===== src/rtl/wfg_stim_sweep_ctrl_if.sv =====
// Signal bundle between the register block / sine stimulus and the sweep sequencer.
// The sweep_cnt_o member exists only when WFG_STIM_SWEEP_CNT_EN is defined.
interface wfg_stim_sweep_ctrl_if #(
  parameter int unsigned DWELL_W = 16,
  parameter int unsigned INC_W   = 16
);
  logic               sweep_start_i;
  logic               sweep_stop_i;
  logic [INC_W-1:0]   start_inc_q_i;
  logic [INC_W-1:0]   stop_inc_q_i;
  logic [INC_W-1:0]   step_inc_q_i;
  logic [DWELL_W-1:0] dwell_q_i;
  logic [1:0]         mode_q_i;
  logic               stim_tvalid_i;
  logic               stim_tready_i;
  logic               ctrl_en_o;
  logic [INC_W-1:0]   inc_val_o;
  logic               busy_o;
  logic               done_o;
`ifdef WFG_STIM_SWEEP_CNT_EN
  logic [15:0]        sweep_cnt_o;
`endif

  // master: the sweep sequencer
  modport master (
`ifdef WFG_STIM_SWEEP_CNT_EN
    output sweep_cnt_o,
`endif
    input  sweep_start_i, sweep_stop_i, start_inc_q_i, stop_inc_q_i, step_inc_q_i,
    input  dwell_q_i, mode_q_i, stim_tvalid_i, stim_tready_i,
    output ctrl_en_o, inc_val_o, busy_o, done_o
  );

  // slave: register block and stream monitor side
  modport slave (
`ifdef WFG_STIM_SWEEP_CNT_EN
    input  sweep_cnt_o,
`endif
    output sweep_start_i, sweep_stop_i, start_inc_q_i, stop_inc_q_i, step_inc_q_i,
    output dwell_q_i, mode_q_i, stim_tvalid_i, stim_tready_i,
    input  ctrl_en_o, inc_val_o, busy_o, done_o
  );
endinterface


===== src/rtl/wfg_stim_sweep_ctrl.sv =====
// Frequency-sweep sequencer stepping the sine increment once per dwell of delivered samples.
// Optional macro WFG_STIM_SWEEP_CNT_EN adds a saturating count of completed top-of-sweep dwells.
module wfg_stim_sweep_ctrl #(
  parameter int unsigned DWELL_W = 16,
  parameter int unsigned INC_W   = 16
) (
  input logic                  clk,
  input logic                  rst,
  wfg_stim_sweep_ctrl_if.master bus
);

  typedef enum logic [1:0] {StIdle, StUp, StDown} state_e;

  state_e             state_q, state_d;
  logic [INC_W-1:0]   inc_q, inc_d;
  logic [DWELL_W-1:0] cnt_q, cnt_d;
  logic               done_q, done_d;

  logic [INC_W-1:0]   start_q, stop_q, step_q;
  logic [DWELL_W-1:0] dwell_q;
  logic [1:0]         mode_q;

  logic               accept_start, sample, dwell_done, at_top, at_bottom, single_mode;
  logic [INC_W-1:0]   step_eff, up_next, dn_next;
  logic [DWELL_W-1:0] dwell_eff;
  logic [INC_W:0]     up_sum, dn_diff;

  assign accept_start = (state_q == StIdle) && bus.sweep_start_i && !bus.sweep_stop_i;
  // A handshake coinciding with an abort is deliberately dropped.
  assign sample       = (state_q != StIdle) && bus.stim_tvalid_i && bus.stim_tready_i &&
                        !bus.sweep_stop_i;
  assign step_eff     = (step_q == '0) ? INC_W'(1) : step_q;
  assign dwell_eff    = (dwell_q == '0) ? DWELL_W'(1) : dwell_q;
  assign dwell_done   = sample && (({1'b0, cnt_q} + (DWELL_W+1)'(1)) >= {1'b0, dwell_eff});
  assign at_top       = inc_q >= stop_q;
  assign at_bottom    = inc_q <= start_q;
  assign single_mode  = (mode_q != 2'd1) && (mode_q != 2'd2);

  assign up_sum  = {1'b0, inc_q} + {1'b0, step_eff};
  assign up_next = (up_sum > {1'b0, stop_q}) ? stop_q : up_sum[INC_W-1:0];
  assign dn_diff = {1'b0, inc_q} - {1'b0, step_eff};
  assign dn_next = (dn_diff[INC_W] || (dn_diff[INC_W-1:0] < start_q)) ? start_q
                                                                       : dn_diff[INC_W-1:0];

  // Shadow copies; stop is raised to start so start >= stop collapses to a single point.
  always_ff @(posedge clk) begin
    if (rst) begin
      start_q <= '0;
      stop_q  <= '0;
      step_q  <= '0;
      dwell_q <= '0;
      mode_q  <= '0;
    end else if (accept_start) begin
      start_q <= bus.start_inc_q_i;
      stop_q  <= (bus.stop_inc_q_i < bus.start_inc_q_i) ? bus.start_inc_q_i : bus.stop_inc_q_i;
      step_q  <= bus.step_inc_q_i;
      dwell_q <= bus.dwell_q_i;
      mode_q  <= bus.mode_q_i;
    end
  end

  always_ff @(posedge clk) begin
    if (rst) begin
      state_q <= StIdle;
      inc_q   <= '0;
      cnt_q   <= '0;
      done_q  <= 1'b0;
    end else begin
      state_q <= state_d;
      inc_q   <= inc_d;
      cnt_q   <= cnt_d;
      done_q  <= done_d;
    end
  end

  always_comb begin
    state_d = state_q;
    inc_d   = inc_q;
    cnt_d   = cnt_q;
    done_d  = 1'b0;
    unique case (state_q)
      StIdle: begin
        if (accept_start) begin
          state_d = StUp;
          inc_d   = bus.start_inc_q_i;
          cnt_d   = '0;
        end
      end
      StUp: begin
        if (dwell_done) begin
          cnt_d = '0;
          if (!at_top) begin
            inc_d = up_next;
          end else if (mode_q == 2'd1) begin
            inc_d = start_q;
          end else if (mode_q == 2'd2) begin
            state_d = StDown;
            inc_d   = dn_next;
          end else begin
            state_d = StIdle;
            done_d  = single_mode;
          end
        end else if (sample) begin
          cnt_d = cnt_q + DWELL_W'(1);
        end
      end
      StDown: begin
        if (dwell_done) begin
          cnt_d = '0;
          if (at_bottom) begin
            state_d = StUp;
            inc_d   = up_next;
          end else begin
            inc_d = dn_next;
          end
        end else if (sample) begin
          cnt_d = cnt_q + DWELL_W'(1);
        end
      end
      default: state_d = StIdle;
    endcase
    if (bus.sweep_stop_i) begin
      state_d = StIdle;
      cnt_d   = '0;
      done_d  = 1'b0;
    end
  end

  assign bus.ctrl_en_o = (state_q != StIdle);
  assign bus.busy_o    = (state_q != StIdle);
  assign bus.inc_val_o = inc_q;
  assign bus.done_o    = done_q;

`ifdef WFG_STIM_SWEEP_CNT_EN
  logic        top_hit;
  logic [15:0] sweep_cnt_q;

  assign top_hit = (state_q == StUp) && dwell_done && at_top;

  always_ff @(posedge clk) begin
    if (rst || accept_start) begin
      sweep_cnt_q <= '0;
    end else if (top_hit && (sweep_cnt_q != 16'hFFFF)) begin
      sweep_cnt_q <= sweep_cnt_q + 16'd1;
    end
  end

  assign bus.sweep_cnt_o = sweep_cnt_q;
`endif

endmodule


===== src/flat_wrapper.sv =====
// flat-port wrapper written by rule: the top's interface ports become plain ports
module wfg_stim_sweep_ctrl_flat 
#(
  parameter int unsigned DWELL_W = 16,
  parameter int unsigned INC_W   = 16
)
  (clk, rst, bus_sweep_start_i, bus_sweep_stop_i, bus_start_inc_q_i, bus_stop_inc_q_i, bus_step_inc_q_i, bus_dwell_q_i, bus_mode_q_i, bus_stim_tvalid_i, bus_stim_tready_i, bus_ctrl_en_o, bus_inc_val_o, bus_busy_o, bus_done_o);
  wfg_stim_sweep_ctrl_if #(.DWELL_W(DWELL_W), .INC_W(INC_W)) bus_i ();
  input logic clk;
  input logic rst;
  input wire logic [$bits(bus_i.sweep_start_i)-1:0] bus_sweep_start_i;
  input wire logic [$bits(bus_i.sweep_stop_i)-1:0] bus_sweep_stop_i;
  input wire logic [$bits(bus_i.start_inc_q_i)-1:0] bus_start_inc_q_i;
  input wire logic [$bits(bus_i.stop_inc_q_i)-1:0] bus_stop_inc_q_i;
  input wire logic [$bits(bus_i.step_inc_q_i)-1:0] bus_step_inc_q_i;
  input wire logic [$bits(bus_i.dwell_q_i)-1:0] bus_dwell_q_i;
  input wire logic [$bits(bus_i.mode_q_i)-1:0] bus_mode_q_i;
  input wire logic [$bits(bus_i.stim_tvalid_i)-1:0] bus_stim_tvalid_i;
  input wire logic [$bits(bus_i.stim_tready_i)-1:0] bus_stim_tready_i;
  output wire logic [$bits(bus_i.ctrl_en_o)-1:0] bus_ctrl_en_o;
  output wire logic [$bits(bus_i.inc_val_o)-1:0] bus_inc_val_o;
  output wire logic [$bits(bus_i.busy_o)-1:0] bus_busy_o;
  output wire logic [$bits(bus_i.done_o)-1:0] bus_done_o;
  assign bus_i.sweep_start_i = bus_sweep_start_i;
  assign bus_i.sweep_stop_i = bus_sweep_stop_i;
  assign bus_i.start_inc_q_i = bus_start_inc_q_i;
  assign bus_i.stop_inc_q_i = bus_stop_inc_q_i;
  assign bus_i.step_inc_q_i = bus_step_inc_q_i;
  assign bus_i.dwell_q_i = bus_dwell_q_i;
  assign bus_i.mode_q_i = bus_mode_q_i;
  assign bus_i.stim_tvalid_i = bus_stim_tvalid_i;
  assign bus_i.stim_tready_i = bus_stim_tready_i;
  assign bus_ctrl_en_o = bus_i.ctrl_en_o;
  assign bus_inc_val_o = bus_i.inc_val_o;
  assign bus_busy_o = bus_i.busy_o;
  assign bus_done_o = bus_i.done_o;
  wfg_stim_sweep_ctrl #(.DWELL_W(DWELL_W), .INC_W(INC_W)) u_core (.clk(clk), .rst(rst), .bus(bus_i));
endmodule

===== config.mk =====
export PLATFORM = sky130hd
export DESIGN_NAME = wfg_stim_sweep_ctrl_flat
export DESIGN_NICKNAME = d
export VERILOG_FILES = /design/src/rtl/wfg_stim_sweep_ctrl_if.sv /design/src/rtl/wfg_stim_sweep_ctrl.sv /design/src/flat_wrapper.sv
export SDC_FILE = /design/constraint.sdc
export NUM_CORES = 1
export LEC_CHECK = 0
export ABC_CLOCK_PERIOD_IN_PS = 5600
export CORE_UTILIZATION = 55
export CTS_CLUSTER_DIAMETER = 120
export DETAILED_ROUTE_END_ITERATION = 8
export HOLD_SLACK_MARGIN = 0.02
export PLACE_DENSITY = 0.73
export SYNTH_ARGS = -nofsm -noshare
export SYNTH_HDL_FRONTEND = slang
export SYNTH_SLANG_ARGS = --single-unit

===== constraint.sdc =====
create_clock -name clk -period 5.6 [get_ports clk]
set_input_delay 0.84 -clock clk [delete_from_list [all_inputs] [get_ports clk]]
set_output_delay 0.84 -clock clk [all_outputs]
set_load 0.01 [all_outputs]

## Word level (Yosys, flattened, before mapping)

Index checks and enable logic that the tools add are counted.

| cells by class | value |
|---|---|
| reduce and logical (&&, ||, !) cells | 21 |
| equality and inequality tests | 14 |
| bitwise operators | 3 |
| order comparisons | 6 |
| $add $sub $neg | 4 |
| muxes and demuxes | 25 |

Operator list:

| kind | number |
|---|---|
| $mux W16 | 15 |
| $pmux W16 S3 | 1 |
| $logic_not A16 Y1 | 2 |
| $lt A16 B16 Y1 | 2 |
| $pmux W16 S2 | 1 |
| $add A16 B1 Y17 const B | 1 |
| $add A16 B16 Y17 | 1 |
| $ge A17 B16 Y1 | 1 |
| $gt A17 B16 Y1 | 1 |
| $sub A16 B16 Y17 | 1 |
| $add A16 B1 Y16 const B | 1 |
| $ge A16 B16 Y1 | 1 |
| $le A16 B16 Y1 | 1 |
| $mux W2 | 7 |
| $ne A2 B1 Y1 const B | 6 |
| $logic_and A1 B1 Y1 | 7 |
| $reduce_or A7 Y1 | 1 |
| $pmux W2 S3 | 1 |
| $reduce_and A6 Y1 | 1 |
| $reduce_and A5 Y1 | 1 |
| $eq A2 B1 Y1 const B | 2 |
| $eq A2 B2 Y1 const B | 2 |
| $ne A2 B2 Y1 const B | 2 |
| $ne A4 B4 Y1 const B | 1 |
| 9 further kinds | 13 |

| word-level totals | value |
|---|---|
| output and inout port bits | 19 |
| logic and storage cells | 82 |
| register bits | 101 |
| bits of input ports | 72 |

## Longest topological paths before layout

| logic depth | value |
|---|---|
| depth in word-level cells | 11 |
| depth in mapped cells | 22 |
| gate-level depth less buffers | 21 |

## Worst setup path before layout

OpenSTA, ideal clock, no wires.

| timing path | value |
|---|---|
| path type | register to register |
| start point | reg u_core.step_q[7] |
| end point | reg u_core.inc_q[3] (netlist: u_core.bus.inc_val_o[3]) |
| arrival | 4,535 ps |
| library setup time | 117 ps |
| cell stages (with the launch flop) | 21 |
| period minus slack after synthesis | 4,652 ps |
| slack | 948 ps |
| data required time | 5,483 ps |
| path buffers | 0 |
| cell sequence | dfxtp_1 -> nor4_1 -> a41o_1 -> ha_1 -> nor2b_1 -> o31a_1 -> o31a_1 -> o22a_1 -> a21o_1 -> a211o_1 -> nor2b_1 -> ha_1 -> nand3_1 -> nor4_1 -> o31ai_1 -> a31oi_1 -> o21bai_1 -> nor3_4 -> mux2_2 -> a211o_1 -> a22o_1 |

| between the ends | value |
|---|---|
| word-level cells in the longest chain between the ends | 11 |
| elaborated cells between the ends (all ways) | 16 |
| those cells by class | add/sub: 2; order compare: 2; mux: 10; reduce/logical: 2 |

RTL lines:

| item | line | text |
|---|---|---|
| start, declared | wfg_stim_sweep_ctrl.sv:19 | `logic [INC_W-1:0] start_q, stop_q, step_q;` |
| start signal, assigned | wfg_stim_sweep_ctrl.sv:56 | `step_q <= bus.step_inc_q_i;` |
| $logic_not A16 Y1 | wfg_stim_sweep_ctrl.sv:32 | `assign step_eff = (step_q == '0) ? INC_W'(1) : step_q;` |
| $mux W16 * | wfg_stim_sweep_ctrl.sv:32 |  |
| $sub A16 B16 Y17 | wfg_stim_sweep_ctrl.sv:41 | `assign dn_diff = {1'b0, inc_q} - {1'b0, step_eff};` |
| $lt A16 B16 Y1 | wfg_stim_sweep_ctrl.sv:42 | `assign dn_next = (dn_diff[INC_W] \|\| (dn_diff[INC_W-1:0] < start_q)) ? start_q` |
| $logic_or A1 B1 Y1 | wfg_stim_sweep_ctrl.sv:42 |  |
| $mux W16 | wfg_stim_sweep_ctrl.sv:42 |  |
| $mux W16 | wfg_stim_sweep_ctrl.sv:96 | `end else if (mode_q == 2'd2) begin` |
| $mux W16 | wfg_stim_sweep_ctrl.sv:94 | `end else if (mode_q == 2'd1) begin` |
| $mux W16 | wfg_stim_sweep_ctrl.sv:92 | `if (!at_top) begin` |
| $mux W16 | wfg_stim_sweep_ctrl.sv:90 | `if (dwell_done) begin` |
| $pmux W16 S3 * | wfg_stim_sweep_ctrl.sv:81 | `unique case (state_q)` |
| end signal, assigned | wfg_stim_sweep_ctrl.sv:70 | `inc_q <= inc_d;` |
| end, declared | wfg_stim_sweep_ctrl.sv:15 | `logic [INC_W-1:0] inc_q, inc_d;` |

Every way passes the cells marked *; elsewhere a longest branch is shown, timed or not. The select of a mux whose other input is x is not followed.
A chain may end at the register's enable or synchronous reset.

## Final worst setup path

| timing path | value |
|---|---|
| start point | reg u_core.step_q[11] |
| end point | reg u_core.inc_q[3] (netlist: u_core.bus.inc_val_o[3]) |

The elaborated chain is that of the path after synthesis.

==> summary.txt <==
Synthesis
  • Post-synth EDFFs: 0
  • Cell Area, Synth: 9060 sq um
  • Top cells by count, synth: nand2_1 (147), ha_1 (135), inv_1 (106), a21oi_1 (101), dfxtp_1 (101)
  • Sequential fraction of the synthesis area: 0.223
  • Main synth FF type: dfxtp_1
  • Yosys cell types: 86
  • Yosys reg bits: 101
  • Ranking of synthesized cells by area: dfxtp_1 (22%), ha_1 (19%), nand2_1 (6.1%), a21oi_1 (5.6%), inv_1 (4.4%)
  • Multiplexer share of the synthesized area: 0.0402
  • Yosys warns: 0
  • Synth Area in Adders: 0.191
  • Syn Inst Count: 1171
  • Post-Synth Simple-Gate Area: 0.190
  • Post-synthesis average cell area: 7.74 sq um
  • Leading area contributor after synthesis: dfxtp_1
  • Largest family of logic cells by synthesized area: compound AO/OA/AOI/OAI gates
  • XOR/XNOR share of the synthesized area: 0.0280
  • Post-Syn Nets: 1380
  • Area fraction in compound gates after synthesis: 0.252
  • Share of the synthesized area in the top cell type: 0.223
  • Post-synth ARST share: 0
  • Cell with the most instances after synthesis: nand2_1

STA
  • Slew HR: 0.232
  • Setup Skew: 0.0106 ns
  • RSZ-0062 raised after global routing: no
  • Setup tns final: 0 ns
  • Pins Over Slew Limit: 0
  • Fmax achieved: 185 MHz
  • Final setup vio count: 0
  • Period utilization: 0.966
  • Minimum clock period after layout: 5.41 ns
  • Final Hold Vio Count: 0
  • Slew @ Worst Pin: 1.15 ns

Layout
  • Syn-to-layout area delta: 14.8%
  • Diodes inserted: 0
  • Fin area: 10400 sq um
  • Post-layout nets: 1431
  • Layout cells sized above 1: 0.0595
  • Final core occ: 0.650
  • # fillers: 1490

Worst setup path
  • Worst path cell trace: nor3_1 > a41o_1 > ha_1 > nor2b_1 > o31a_1 > o31a_1 > o22a_1 > a21o_1 > a211o_1 > nor2b_1 > ha_1 > nand3_1 > nor4_1 > o31ai_1 > a31oi_1 > o21bai_1 > nor3_4 > mux2_2 > a211o_1 > a22o_1
  • Classification of the worst setup path: flip-flop to flip-flop
  • Worst Setup End Kind: flip-flop
  • Delay-heaviest family, CP: compound AO/OA/AOI/OAI gates
  • Setup slack, reg-to-reg: 0.19 ns
  • Critical-path top delay cell: nor3_4
  • CP max FO: 8
  • RR Startpoint: u_core.step_q[11]
  • CP peak stage delay: 0.45 ns
  • Worst Path Arrival: 5.67 ns
  • R2r worst-path depth: 20
  • R2R Path End: u_core.bus.inc_val_o[3]
  • Worst path required time: 5.86 ns
  • Crit start category: flip-flop
  • Buf+Inv Stages, Crit Path: 0

Routing
  • Detail Route Antenna Nets: 0
  • Average vias per placed instance: 6.10
  • DR vias: 8801
  • Drc violations: 0
  • Total Wirelength: 27100 um
  • Initial DRT Pass Iterations: 5
  • Initial DRC count: 829
  • WL/cell: 18.8 um

Clocking
  • Num Clock Sinks: 101
  • Clk slew on worst S/H paths: 0.08 ns
  • H-tree depth: 3
  • CTS tree: done
  • Clock Tree Root: clkbuf_16
  • Maximum root-to-sink buffer count: 2
  • CTS Buf Count: 9
  • Clk Latency, worst-skew pair: 0.36 ns

Pwr
  • Power per cell area: 258 nW/um^2
  • Leak pwr: 4.29 nW
  • VDD IR max: 0.144 mV

Floorplanning
  • Core Rows: 46
  • Initial core utilization: 0.566
  • # IOs: 91
  • Core Footprint: 16000 sq um
  • Die ar.: 17000 sq um
  • Die H: 130 um
  • Chip width: 130 um

Min path
  • Hold path cells: 2
  • HP Class: flip-flop to flip-flop
  • WHS Endpoint: u_core.step_q[0]
  • Hold path start: u_core.step_q[0]

Status
  • Status: complete, no violations

Placed design
  • Placer congestion estimate: 1.03
  • Port-buffer cells: 90
  • Hpwl dp: 21200 um
  • Area after DPL: 10100 sq um

Global routing
  • Total track usage: 0.325
  • First-pass GRT wire length: 42000 um
  • Vias in the first global route: 7895
  • Initial antenna violation count: 0
  • Grt ovf: 0
  • Pin count of the biggest net entering global routing: 60

Run
  • Max-cap violations: 0
-- logic make-up (layout without fill, tap and decap cells) --
| kind of cell | Yosys count | in the layout |
|---|---|---|
| buffers and inverters | 172 | 228 |
| DFF | 101 | 101 |
| xor gates and xnor gates | 29 | 29 |
| muxes | 36 | 36 |
| and+or+nand+nor | 358 | 358 |
| adders and majority gates | 137 | 137 |
| AOI/OAI and AO/OA | 338 | 338 |
-- placed cells by master (no fill, tap or decap), drive strengths merged, types with 11 or more instances in the layout --
cell type      Yosys  final
nand2            147    147
ha               135    135
inv              106    109
a21oi            104    104
dfxtp            101    101
clkdlybuf4s50      0     89
nor2              74     74
o21ai             58     58
a211oi            36     36
mux2i             33     33
nor3              23     23
xnor2             21     21
o21a              16     16
buf               15     16
nand3             15     15
nand4             15     15
nor4              15     15
a21o              14     14
nand2b            12     12
a22oi             11     11
nor2b             11     11
-- registers in the layout, summed over array words and instances, names as in the netlist --
name and count:
u_core.start_q 16, u_core.state_q 2, u_core.bus.done_o 1, u_core.step_q 16
u_core.bus.inc_val_o 16, u_core.dwell_q 16, u_core.cnt_q 16, u_core.stop_q 16
u_core.mode_q 2
-- worst max path at each step --
stage | slack (ns) | startpoint | endpoint | cells after the start
after global placement | 0.47 | u_core.step_q[7] | u_core.bus.inc_val_o[9] | 20
after floorplan | 0.95 | u_core.step_q[7] | u_core.bus.inc_val_o[3] | 20
after CTS | 0.31 | u_core.step_q[7] | u_core.bus.inc_val_o[9] | 20
after global routing | 0.03 | u_core.step_q[1] | u_core.bus.inc_val_o[3] | 20
after detailed placement | 0.34 | u_core.step_q[7] | u_core.bus.inc_val_o[9] | 20
final | 0.19 | u_core.step_q[11] | u_core.bus.inc_val_o[3] | 20
-- worst min-delay path: stages (launching register included) --
cell and delay (ns):
dfxtp_1 0.32, nand2_1 0.06, a21oi_1 0.05
-- layer usage --
layer	wire length, um	track usage
met2	11100	0.471
met4	797	0.122
met5	0	0
met3	2280	0.0590
met1	12900	0.473
-- through the flow --
stage	worst slack [ns]	instances	total power (W)	hold slack (ns)
floorplan	0.948	1171	0.00163	0.436
global placement	0.469	1426	0.00195	0.447
detailed placement	0.339	1426	0.00197	0.464
CTS	0.308	1442	0.00265	0.475
global route	0.0269	1443	0.00283	0.490
finish	0.191	1443	0.00269	0.474
-- area by class of cell --
| cell class | instances | area (sq um) | share of cell area |
|---|---|---|---|
| Tap cell | 216 | 270 | 0.0260 |
| Timing Repair Buffer | 105 | 1010 | 0.0970 |
| Multi-Input combinational cell | 898 | 6380 | 0.614 |
| Sequential cell | 101 | 2020 | 0.194 |
| Clock buffer | 10 | 239 | 0.0230 |
| Clock inverter | 6 | 77.6 | 0.00746 |
| Inverter | 107 | 402 | 0.0386 |
-- where the power goes --
group          leakage (nW)  switching (W)  internal (W)
Sequential            0.824      0.0000493      0.000755
Clock                 0.153       0.000323      0.000369
Combinational          3.31       0.000687      0.000505
Total                  4.29        0.00106       0.00163
-- timing repair --
item / 4_1_cts / 5_1_grt
resized for setup: 0 / 3
endpoints found under the setup margin: 0 / 2
setup buffers: 0 / 1
hold buffers: 0 / 0
Power figures use the tool's default switching activity.
